==> config.mk <==
export PLATFORM = sky130hd
export DESIGN_NAME = counter
export DESIGN_NICKNAME = d
export VERILOG_FILES = /design/src/rtl/counter.sv
export SDC_FILE = /design/constraint.sdc
export NUM_CORES = 1
export LEC_CHECK = 0
export BUFFER_PORTS_ARGS = -buffer_cell sky130_fd_sc_hd__buf_2
export CAP_MARGIN = 15
export CELL_PAD_IN_SITES_DETAIL_PLACEMENT = 1
export CELL_PAD_IN_SITES_GLOBAL_PLACEMENT = 1
export CORE_AREA = 2 2 144 76
export DETAILED_ROUTE_END_ITERATION = 10
export DIE_AREA = 0 0 146 78
export PLACE_DENSITY_LB_ADDON = 0.1
export SYNTH_ARGS = -nofsm -noshare
export SYNTH_HDL_FRONTEND = slang
export SYNTH_SLANG_ARGS = --single-unit
==> constraint.sdc <==
create_clock -name clk -period 3.3 [get_ports clk]
set_input_delay 0.165 -clock clk [delete_from_list [all_inputs] [get_ports clk]]
set_output_delay 0.165 -clock clk [all_outputs]
set_load 0.01 [all_outputs]
==> src/rtl/counter.sv <==
// Prescaled up/down counter with switch-selected mode, heartbeat flag
// and a 4-bit LED window onto the count.
module counter #(
    parameter int clk_freq  = 125000000,
    parameter int BIT_WIDTH = 31,
    parameter int R         = 31
) (
    input  logic        clk,
    input  logic        rst,
    input  logic [3:0]  sw,
    output logic        rgb,
    output logic [3:0]  led,
    output logic [31:0] counter_out
);

    localparam int PW = (clk_freq > 1) ? $clog2(clk_freq) : 1;
    localparam logic [PW-1:0] P_LAST = PW'(clk_freq - 1);

    logic [PW-1:0]      p;
    logic               tick;
    logic [BIT_WIDTH:0] cnt;
    logic [BIT_WIDTH:0] cnt_next;

    assign tick = (p == P_LAST);

    // free-running prescaler, never realigned by mode changes
    always_ff @(posedge clk or negedge rst) begin
        if (!rst) begin
            p <= '0;
        end else if (tick) begin
            p <= '0;
        end else begin
            p <= p + 1'b1;
        end
    end

    always_ff @(posedge clk or negedge rst) begin
        if (!rst) begin
            rgb <= 1'b0;
        end else if (tick) begin
            rgb <= ~rgb;
        end
    end

    always_comb begin
        cnt_next = cnt;
        if (sw[3]) begin
            cnt_next = '0;
        end else if (sw[2]) begin
            cnt_next = cnt;
        end else if (sw[1]) begin
            if (tick) begin
                cnt_next = cnt - 1'b1;
            end
        end else if (sw[0]) begin
            cnt_next = cnt + 1'b1;
        end else if (tick) begin
            cnt_next = cnt + 1'b1;
        end
    end

    always_ff @(posedge clk or negedge rst) begin
        if (!rst) begin
            cnt <= '0;
        end else begin
            cnt <= cnt_next;
        end
    end

    assign counter_out = 32'(cnt);
    assign led         = counter_out[R:R-3];

endmodule

==> qor.csv <==
stage,metric,value,unit
cts,cts_max_level,3,
power,power_density,411,nW/um2
timing,worst_clock_skew,6.32,ps
timing,final.setup.tns,0,ps
global_route,grt.total_usage,24.3,%
detailed_routing,wl_per_cell,18.6,um
setup_path,path_class,reg2reg,
floorplan,ios,43,
logic_synthesis,synthAdderAreaFrac,9.16,%
timing,period_share,92.2,%
global_route,grt_max_degree,34,
logic_synthesis,synth_top_family_by_area,simple AND/OR/NAND/NOR gates,
global_route,grt_pass1_vias,4244,
placement,dpl.hpwl,9800,um
setup_path,cp_data_required_time,3510,ps
logic_synthesis,ys.flop_type,dfrtp_1,
logic_synthesis,synthXorXnorAreaFrac,7.67,%
logic_synthesis,synthTopCellsByArea,"dfrtp_1 (34%), ha_1 (8.7%), a21oi_1 (5.7%)",
placement,routabilityCongestion,0.894,
hold_path,hold_class,in2reg,
cts,clk_path_buf_depth,2,
global_route,grt-ovfl-total,0,
cts,cts.clk_slew.worst_paths,50,ps
logic_synthesis,synth_edf_count,0,
logic_synthesis,yosys-top-cells-count,"dfrtp_1 (60), nand2_1 (58), a21oi_1 (51)",
cts,tritoncts,built,
floorplan,die_h,78,um
timing,finalHoldViolCount,0,
finish,finalNetCount,601,
detailed_routing,ant_nets,0,
logic_synthesis,netlist_instances,524,
logic_synthesis,synth-warning-count,0,
timing,slew_headroom,44.3,%
global_route,grt_first_pass_wirelength,22000,um
floorplan,dieArea,11400,um2
placement,io_buffers,42,
logic_synthesis,synth_compound_gate_area_share,22.1,%
timing,grt_setup_unrepaired,false,
run,maxCapViolCount,0,
status,outcome,"finished, final reports clean",
floorplan,start_util,44.4,%
floorplan,rows,26,
floorplan,die_w,146,um
timing,fmax,0.329,GHz
setup_path,critPathMaxFanout,6,
logic_synthesis,synth_mux_area_share,0.253,%
power,total_power,2.11,mW
finish,fillers,1263,
detailed_routing,first_pass_iters,4,
floorplan,core_area,10000,um2
logic_synthesis,synth.distinct_cells,59,
cts,post_cts_buffers,0,
finish,syn_to_final_growth,15.4,%
timing,slew_viol_final,0,
logic_synthesis,async_flop_share,100,%
logic_synthesis,ys_seq_area_share,33.7,%
cts,clock-root-buffer,clkbuf_16,
timing,final-setup-viol-count,0,
timing,worst_slew_pin_slew,836,ps
detailed_routing,drc_errors,0,
cts,cts_resized,0,
detailed_routing,drt-initial-drc-count,200,
cts,clkSinkCount,60,
global_route,antenna_found_initial,0,
logic_synthesis,syn_nets,562,
logic_synthesis,synthSimpleGateAreaFrac,23.1,%
detailed_routing,routed_wl,13100,um
logic_synthesis,synth_area_leader_cell,dfrtp_1,
detailed_routing,viasPerCell,5.83,
logic_synthesis,syn_area,4450,um2
logic_synthesis,avgSynthCellArea,8.50,um2
power,peakVddDrop,0.000257,V
setup_path,cp.arrival,3250,ps
logic_synthesis,synth_most_common_cell,dfrtp_1,
detailed_routing,vias,4119,
finish,num_antenna_cells,0,
timing,min_period,3040,ps
setup_path,start_kind,flip-flop,
setup_path,end_kind,flip-flop,
cts,numCtsBuffers,9,
timing,hold_ws,351,ps
finish,drive_gt1_share,14.6,%
cts,clock_latency,330,ps
logic_synthesis,synth_top_area_share,33.7,%
power,p_leak,2.40,nW
logic_synthesis,synth_seq_cells,60,
[metal layers]
metal,global-route usage [%],routed length [um],vias up
met1,33.1,6510,2039
li1,-,-,2007
met2,40.8,6030,57
met5,0,0,-
met3,4.35,436,16
met4,5.15,135,0
[worst max-delay path, cell delays in order (launching register included)]
cell and delay [ps]:
dfrtp_1 410, inv_1 80, fa_1 410, nor2b_1 250
o21bai_1 110, a21boi_1 300, o21ai_0 140, buf_4 170
a2111oi_0 520, buf_4 210, nor2_1 40, a221o_1 290
[state kept, by name (all words and copies together) (netlist names)]
name / cells
p: 27
counter_out: 32
rgb: 1
[final timing paths]
path	start	endpoint	slack (ps)	cells past startpoint
worst max-delay path	counter_out[0]	counter_out[26]	260	11
worst min-delay path	sw[3]	counter_out[0]	350	3
worst max register to register	counter_out[0]	counter_out[26]	260	11
worst min register to register	rgb	rgb	460	1
max in group asynchronous	rst	counter_out[25]	2150	3
min in group asynchronous	rst	p[5]	400	2
[cells by family (layout without fill, tap and decap cells)]
family,Yosys count,count (layout)
flip-flops,60,60
multiplexers,1,1
adder cells (fa/ha/maj),32,32
XOR/XNOR,39,39
buffers and inverters,41,84
AO/OA/AOI/OAI,148,148
AND/OR/NAND/NOR,203,203
[where the power goes]
| part | total [mW] | switching, mW | internal [mW] |
|---|---|---|---|
| Combinational | 0.350 | 0.224 | 0.126 |
| Clock | 0.995 | 0.341 | 0.654 |
| Sequential | 0.769 | 0.0158 | 0.753 |
| Total | 2.11 | 0.581 | 1.53 |
[cell usage in the layout (no fill, tap or decap), drive strengths merged, types with 3 or more instances in the layout]
master   n
dfrtp   60
nand2   58
buf     54
a21oi   51
nor2    46
ha      31
nand4   24
o21ai   23
xor2    22
nand3   20
xnor2   17
inv     14
a21o    11
and3    10
clkbuf  10
nor3     9
o21a     9
a211oi   8
or3      6
nor2b    6
o221ai   5
or2      5
a211o    4
o31ai    4
nor4     4
o21bai   4
o21ba    4
and4     3
a311oi   3
a32oi    3
a32o     3
nor4b    3
[repair_timing]
action	4_1_cts	5_1_grt
endpoints found under the hold margin	26	0
hold buffers	1	0
setup endpoints to repair	0	0
[metrics by stage]
stage | instance area [um2] | setup slack, ps | std cells | utilization [%]
2_1_floorplan | 4450 | 704 | 524 | -
3_3_place_gp | 4820 | 397 | 691 | 48.1
3_5_place_dp | 4820 | 373 | 691 | 48.1
4_1_cts | 5140 | 305 | 707 | 51.3
5_1_grt | 5140 | 6.07 | 707 | 51.3
6_report | 5140 | 258 | 707 | 51.3
[area by class of cell]
type,count,area [um2],share of cell area (%)
inverter,14,52.6,1.02
clock inverter,5,77.6,1.51
sequential,60,1500,29.2
timing repair buffer,55,323,6.28
multi-input combinational,423,2780,54.1
tap,140,175,3.41
clock buffer,10,229,4.46
No activity file was read; power rests on OpenSTA's default activity.
